==> config.mk <==
export PLATFORM = sky130hd
export DESIGN_NAME = disk_bridge
export DESIGN_NICKNAME = d
export VERILOG_FILES = /design/src/rtl/disk_bridge.sv
export SDC_FILE = /design/constraint.sdc
export NUM_CORES = 1
export LEC_CHECK = 0
export CELL_PAD_IN_SITES_DETAIL_PLACEMENT = 1
export CELL_PAD_IN_SITES_GLOBAL_PLACEMENT = 1
export CORE_MARGIN = 8
export CORE_UTILIZATION = 22
export DETAILED_ROUTE_END_ITERATION = 12
export PLACE_DENSITY_LB_ADDON = 0.2
export SLEW_MARGIN = 20
export SYNTH_ARGS = -nofsm -noshare
export SYNTH_HDL_FRONTEND = slang
export SYNTH_SLANG_ARGS = --single-unit
==> constraint.sdc <==
create_clock -name clk -period 4.35 [get_ports clk]
set_input_delay 1.0875 -clock clk [delete_from_list [all_inputs] [get_ports clk]]
set_output_delay 1.0875 -clock clk [all_outputs]
set_load 0.02 [all_outputs]
==> src/rtl/disk_bridge.sv <==
// CPU data-bus slave for NUM_CH sector-buffered disk units: pass-through buffer access,
// blocking command FSM and status register. Optional WAIT timeout: DISK_BRIDGE_TIMEOUT_EN.
module disk_bridge #(
    parameter int BUF_AW      = 9,
    parameter int NUM_CH      = 2,
    parameter int TIMEOUT_CYC = 1000000
) (
    input  logic                 clk,
    input  logic                 rst,
    input  logic                 STB,
    input  logic                 WE,
    input  logic [31:0]          ADDR,
    input  logic [31:0]          DAT_I,
    output logic [31:0]          DAT_O,
    output logic                 ACK,
    output logic [BUF_AW-1:0]    buf_addr,
    output logic [31:0]          buf_wdata,
    output logic [NUM_CH-1:0]    buf_we,
    input  logic [NUM_CH*32-1:0] buf_rdata,
    output logic [27:0]          cmd_lba,
    output logic [NUM_CH-1:0]    wr_start,
    output logic [NUM_CH-1:0]    rd_start,
    input  logic [NUM_CH-1:0]    op_done
);

    localparam int CH_W = $clog2(NUM_CH);

    typedef enum logic [1:0] {S_IDLE, S_ISSUE, S_WAIT, S_DONE} state_t;
    typedef enum logic [1:0] {RG_BUF, RG_CMD, RG_STAT, RG_UNMAP} region_t;

    state_t          state, state_nx;
    region_t         region;
    logic [CH_W-1:0] buf_idx;
    logic [CH_W-1:0] cmd_ch;
    logic [31:0]     cmd_q;
    logic [31:0]     status;
    logic            err_q;
    logic            to_bit;
    logic            tmo_hit;
    logic            new_ch_ok;
    logic            cmd_wr;
    logic            accept;
    logic            bad_cmd;
    logic            stat_wr;
    logic            unused_addr;

    assign region      = region_t'(ADDR[BUF_AW+1:BUF_AW]);
    assign buf_idx     = ADDR[BUF_AW+2 +: CH_W];
    assign unused_addr = ^ADDR[31:BUF_AW+2+CH_W];
    assign buf_addr    = ADDR[BUF_AW-1:0];
    assign buf_wdata   = DAT_I;
    assign cmd_lba     = cmd_q[27:0];
    assign cmd_ch      = cmd_q[28 +: CH_W];

    assign new_ch_ok = int'(DAT_I[30:28]) < NUM_CH;
    assign cmd_wr    = STB && WE && (region == RG_CMD);
    assign accept    = (state == S_IDLE) && cmd_wr && new_ch_ok;
    assign bad_cmd   = (state == S_IDLE) && cmd_wr && !new_ch_ok;
    assign stat_wr   = STB && WE && (region == RG_STAT);

    assign status = {state != S_IDLE, err_q, to_bit, cmd_q[31], 25'b0, cmd_q[30:28]};

    always_ff @(posedge clk) begin
        if (rst) begin
            state <= S_IDLE;
        end else begin
            state <= state_nx;
        end
    end

    // A fault (bad channel or timeout) outranks a same-cycle status clear.
    always_ff @(posedge clk) begin
        if (rst) begin
            cmd_q <= '0;
            err_q <= 1'b0;
        end else begin
            if (accept) begin
                cmd_q <= DAT_I;
            end
            if (accept || stat_wr) begin
                err_q <= 1'b0;
            end
            if (bad_cmd || tmo_hit) begin
                err_q <= 1'b1;
            end
        end
    end

`ifdef DISK_BRIDGE_TIMEOUT_EN
    logic [31:0] wait_cnt;
    logic        wait_armed;
    logic        to_q;

    // The first WAIT cycle only clears the counter; counting starts the cycle after.
    always_ff @(posedge clk) begin
        if (rst || state != S_WAIT) begin
            wait_cnt   <= '0;
            wait_armed <= 1'b0;
        end else if (!wait_armed) begin
            wait_cnt   <= '0;
            wait_armed <= 1'b1;
        end else begin
            wait_cnt <= wait_cnt + 32'd1;
        end
    end

    assign tmo_hit = (state == S_WAIT) && wait_armed && !op_done[cmd_ch]
                     && (wait_cnt == 32'(TIMEOUT_CYC - 1));

    always_ff @(posedge clk) begin
        if (rst) begin
            to_q <= 1'b0;
        end else begin
            if (accept || stat_wr) begin
                to_q <= 1'b0;
            end
            if (tmo_hit) begin
                to_q <= 1'b1;
            end
        end
    end

    assign to_bit = to_q;
`else
    assign tmo_hit = 1'b0;
    assign to_bit  = 1'b0;
`endif

    always_comb begin
        state_nx = state;
        wr_start = '0;
        rd_start = '0;
        case (state)
            S_IDLE: begin
                if (accept) begin
                    state_nx = S_ISSUE;
                end
            end
            S_ISSUE: begin
                if (!rst) begin
                    if (cmd_q[31]) begin
                        wr_start[cmd_ch] = 1'b1;
                    end else begin
                        rd_start[cmd_ch] = 1'b1;
                    end
                end
                state_nx = S_WAIT;
            end
            S_WAIT: begin
                if (op_done[cmd_ch] || tmo_hit) begin
                    state_nx = S_DONE;
                end
            end
            default: state_nx = S_IDLE;
        endcase
    end

    always_comb begin
        DAT_O  = '0;
        ACK    = 1'b0;
        buf_we = '0;
        case (region)
            RG_BUF: begin
                ACK = STB;
                for (int unsigned k = 0; k < NUM_CH; k++) begin
                    if (32'(buf_idx) == k) begin
                        DAT_O     = buf_rdata[32*k +: 32];
                        buf_we[k] = STB && WE;
                    end
                end
            end
            RG_CMD: begin
                DAT_O = cmd_q;
                if (!WE) begin
                    ACK = STB;
                end else if (state == S_IDLE) begin
                    ACK = STB && !new_ch_ok;
                end else if (state == S_DONE) begin
                    ACK = STB && !rst;
                end
            end
            RG_STAT: begin
                DAT_O = status;
                ACK   = STB;
            end
            default: ACK = STB;
        endcase
    end

endmodule

Yosys cells after proc, flatten, opt, wreduce, memory -nomap -nowiden --
Index checks and enable logic that the tools add are counted.
Word-level totals: ROM bits 0, output and inout bits 108, logic and storage cells 54, bits in latches 0, bits of input ports 134, bits in writable memories 0, memories 0, bits in registers 35
Operators by class: add/sub/neg operators 0, multiply operators 0, equal/unequal tests 7, magnitude comparators 3, div/mod/pow operators 0, bitwise logic cells 0, reductions and logical operators 17, multiplexer cells 24, shifts and indexed selects 0
Operator list (count):
- $pmux 32 s3 | 1
- $mux 32 | 1
- $mux 2 | 9
- $mux 1 | 11
- $logic_and 1x1->1 | 9
- $eq 2x2->1 const B | 3
- $pmux 2 s3 | 1
- $eq 2x1->1 const B | 2
- $logic_not 2->1 | 2
- $ne 2x2->1 const B | 2
- $reduce_bool 2->1 | 2
- $lt 3x2->1 const B | 1
- $logic_not 1->1 | 2
- $lt 1x2->1 const B | 1
- $reduce_and 2->1 | 1
- $demux 1 s1 | 1
- $ge 1x1->1 const B | 1
- $logic_or 1x1->1 | 1

Depth between registers and ports, before layout --
Gate-level depths: netlist (run 1).
word-level depth 7, gate-level depth with buffers 7, gate-level depth less buffers 6

Worst setup path before layout (run 1) --
OpenSTA, ideal clock, no wires.
path kind in2out, start input ADDR[11], end output buf_we[1], stages on the path 3, required time 3.263 ns, slack 0.995 ns, arrival time 2.268 ns, buffers on the path 2, path through buf_2 > buf_2 > nor4b_1
Between the ends: longest elaborated chain between the ends 2
RTL lines:
- start, declared | line 12 | input logic [31:0] ADDR,
- $mux 1 | line 166 | if (32'(buf_idx) == k) begin
- $mux 2 | line 162 | case (region)
- end, declared | line 18 | output logic [NUM_CH-1:0] buf_we,
No other way between the ends.

Final worst setup path (run 1) --
start input ADDR[10], end output DAT_O[31]
Between the ends: longest elaborated chain between the ends 2, elaborated cells on any way between the ends 4, those cells by class eq/ne: 2; mux: 1; reduce/logical: 1
RTL lines:
- $eq 2x2->1, or another cell as far along | line 162
- $pmux 32 s3 (*) | line 162
- end, declared | line 14 | output logic [31:0] DAT_O,
Every way passes the cells marked *; elsewhere a longest branch is shown, timed or not.

==> impl_results.md, run 1 <==
* Worst EP arrival at 2.93 ns
* Cell count after synthesis at about 400
* CTS Buf Count at 5
* Max rail drop VDD at 0.000131 V
* Wire per inst at 16.6 µm
* Crit Path Class: in -> out
* Die Footprint at 16400 µm²
* Post-route setup slack at 0.328 ns
* Clock sinks at 35
* Most frequent CP cell: clkdlybuf4s50_1
* DIE WIDTH at 128 µm
* Synth unique cells at 26
* Total GRT Usage at 13.8%
* FF-to-FF End: cmd_q[13]
* Pre-Repair DR Iteration Count at 4
* ANT nets after route at 0
* YS warnings at 0
* Layout Cells excl Fill at between 600 and 700
* Grt ovf at 0
* Io pins at around 240
* Syn nets at approximately 540
* CP Launch Type: primary input
* Worst r2r path cells at 6
* Total power at 1.08 mW
* Postcts setup bufs at 0
* Max Root-Sink Buffers at 2
* Period utilization at 92.5%
* Post-cts resize count at 0
* Non-Filler Cell Area, Final at 4580 µm²
* Starting DRT DRC Count at 57
* Max-Cap Viols at 0
* Worst Tran Pin Value at 0.671 ns
* DP Wirelength at 9110 µm
* Crit path time final at 4.02 ns
* Worst r2r src: state[0]
* Diodes inserted at 0
* Rel. slew slack at 55.3%
* Worst hold stages at 2
* Worst path required time at about 3.3 ns
* First-pass GRT wire length at approximately 18000 µm
* Root buf cell: clkbuf_16
* Skew-Pair Late Insertion Delay at 0.27 ns
* Setup TNS at 0 ns
* FMAX at around 0.25 GHz
* Remaining DRCs at 0
* End of the worst hold path: cmd_q[2]
* Routability cong. at 0.694
* Syn_area_per_cell at 6.97 µm²
* Vias at 2923
* Static Leak at roughly 1.7 nW
* CP Capture Type: output pin
* Max FO, Critical Path at 6
* Setup Skew at ~0.0012 ns
* Largest net degree at the start of global routing at 38
* CTS H-Tree Depth at 2
* Core area at 12500 µm²
* Sequential-to-total area share from yosys stat at 25.3%
* Worst R2R Setup Slack at approximately 2.4 ns
* CTS tree: yes
* RSZ-0062 raised after global routing: no
* Final setup vio count at 0
* Nets at 655
* Fin util at between 30% and 40%
* Final Max Slew Viols at 0
* Placed cells at 682
* CP Buf/Inv Count at 3
* Synth Register Bits at 35
* Cell Area, Synth at 2770 µm²
* Worst min path class: reg -> reg
* CP delay by family, top: buffers and inverters
* Share of layout cells above drive strength 1 at 3.47%
* Dpl ws at 0.264 ns
* Hold Slack at 0.469 ns
* Vias in the first global route at around 3300
* Initial antenna violation count at 0
* Post-Route WL at 11400 µm
* Core Rows at 41
* Vias/cell at 4.24
* Final hold vios at 0
* Worst path cell trace: clkdlybuf4s50_1 > nor2b_1 > inv_1 > o22ai_1 > clkdlybuf4s50_1
* Initial core utilization at 22.2%
* Cts hold-fix bufs at 0
* Area grow syn2layout at 65.4%
* Die Y at ~130 µm
* Startpoint of the worst hold path: cmd_q[2]
* Worst path slowest cell: clkdlybuf4s50_1
* Critical Path Max Stage Delay at 0.63 ns
* Clock-pin slew on the worst setup and hold paths at 0.05 ns
* Outcome: complete, no violations
* Buffers on Ports at 203
* Placed inst area at ~4400 µm²
* Pwr Density at 235 nW/µm²
[layout make-up]
class	instances	area (µm²)
clock buffers	8	156
flip-flops and latches	35	701
multi-input cells	262	1390
well taps	172	215
inverters	3	11.3
fillers	1499	7890
repair buffers	210	2110
[cells in the final DEF, fill, tap and decap left out, drive strengths merged]
| cell | Yosys | routed |
|---|---|---|
| clkbuf | 15 | 8 |
| nand2b | 2 | 2 |
| buf | 82 | 10 |
| a21oi | 64 | 64 |
| nand4b | 1 | 1 |
| nor4 | 1 | 1 |
| o21ai | 7 | 7 |
| mux2i | 34 | 34 |
| nor3b | 3 | 3 |
| dfxtp | 35 | 35 |
| nor3 | 2 | 2 |
| nor4b | 1 | 1 |
| o21a | 2 | 2 |
| o22ai | 1 | 1 |
| clkdlybuf4s50 | 0 | 200 |
| and3 | 3 | 3 |
| nand2 | 69 | 69 |
| nand3 | 1 | 1 |
| ha | 4 | 4 |
| inv | 3 | 3 |
| nor2b | 3 | 3 |
| a22oi | 1 | 1 |
| nor2 | 63 | 63 |
[worst max-delay path by stage]
stage | from | endpoint | slack, ns | cells past startpoint
2_1_floorplan | ADDR[11] | buf_we[1] | 0.99 | 3
3_3_place_gp | ADDR[10] | DAT_O[31] | 0.27 | 5
3_5_place_dp | ADDR[10] | DAT_O[31] | 0.26 | 5
4_1_cts | ADDR[10] | DAT_O[31] | 0.27 | 5
5_1_grt | ADDR[10] | DAT_O[1] | 0.13 | 5
6_report | ADDR[10] | DAT_O[31] | 0.33 | 5
[report_power, final]
part           total (mW)  leakage (nW)  switching (mW)  internal, mW
combinational       0.368          1.33           0.171         0.197
sequential          0.337         0.282         0.00828         0.329
clock               0.372        0.0772           0.128         0.244
[routing by layer]
| layer | track usage (%) | up-vias | wire (µm) |
|---|---|---|---|
| met1 | 14.1 | 1336 | 4560 |
| met5 | 0 | - | 0 |
| met3 | 6.32 | 2 | 1160 |
| li1 | - | 1470 | - |
| met4 | 2.31 | 0 | 44 |
| met2 | 25.3 | 115 | 5680 |
[sequential cells by signal, indices dropped and copies added, names as in the netlist]
name	cells
cmd_q	32
state	2
err_q	1
[cells by family after synthesis]
group           synth area share, %
mux                            12.3
compound gates                 13.9
simple gates                   22.1
flops                          25.3
buf+inv                        24.6
fa+ha+maj                      1.81
[synth_stat cells]
cell type  instances  area (µm²)
dfxtp_1           35         701
nor4b_1            1        8.76
o21a_1             2        15.0
nor2_1            63         236
nand2b_1           2        12.5
and3_4             1        11.3
nor4_1             1        6.26
buf_4             72         541
o21ai_0            7        35.0
and3_1             2        12.5
ha_1               4        50.1
buf_1              2        7.51
nor3b_1            3        22.5
nand2_1           69         259
a22oi_1            1        7.51
o22ai_1            1        6.26
nand3_1            1        5.00
clkbuf_1          15        56.3
inv_1              3        11.3
a21oi_1           64         320
buf_2              4        20.0
mux2i_1           34         340
buf_6              4        45.0
nor3_1             2        10.0
nand4b_1           1        8.76
nor2b_1            3        18.8
[worst register-to-register path, stage by stage (launching register included)]
cell and delay, ns:
dfxtp_1 0.34, inv_1 0.09, ha_1 0.30, and3_1 0.64
buf_12 0.25, nand2_1 0.11, a21oi_1 0.13
Note: power is estimated with default switching activity, not from simulation.
==> run 2: changes to the inputs <==
Settings changed: SLEW_MARGIN 20 to 25.
==> results of run 2 <==
No change in the layout: final DEF, timing and power equal those of run 1.
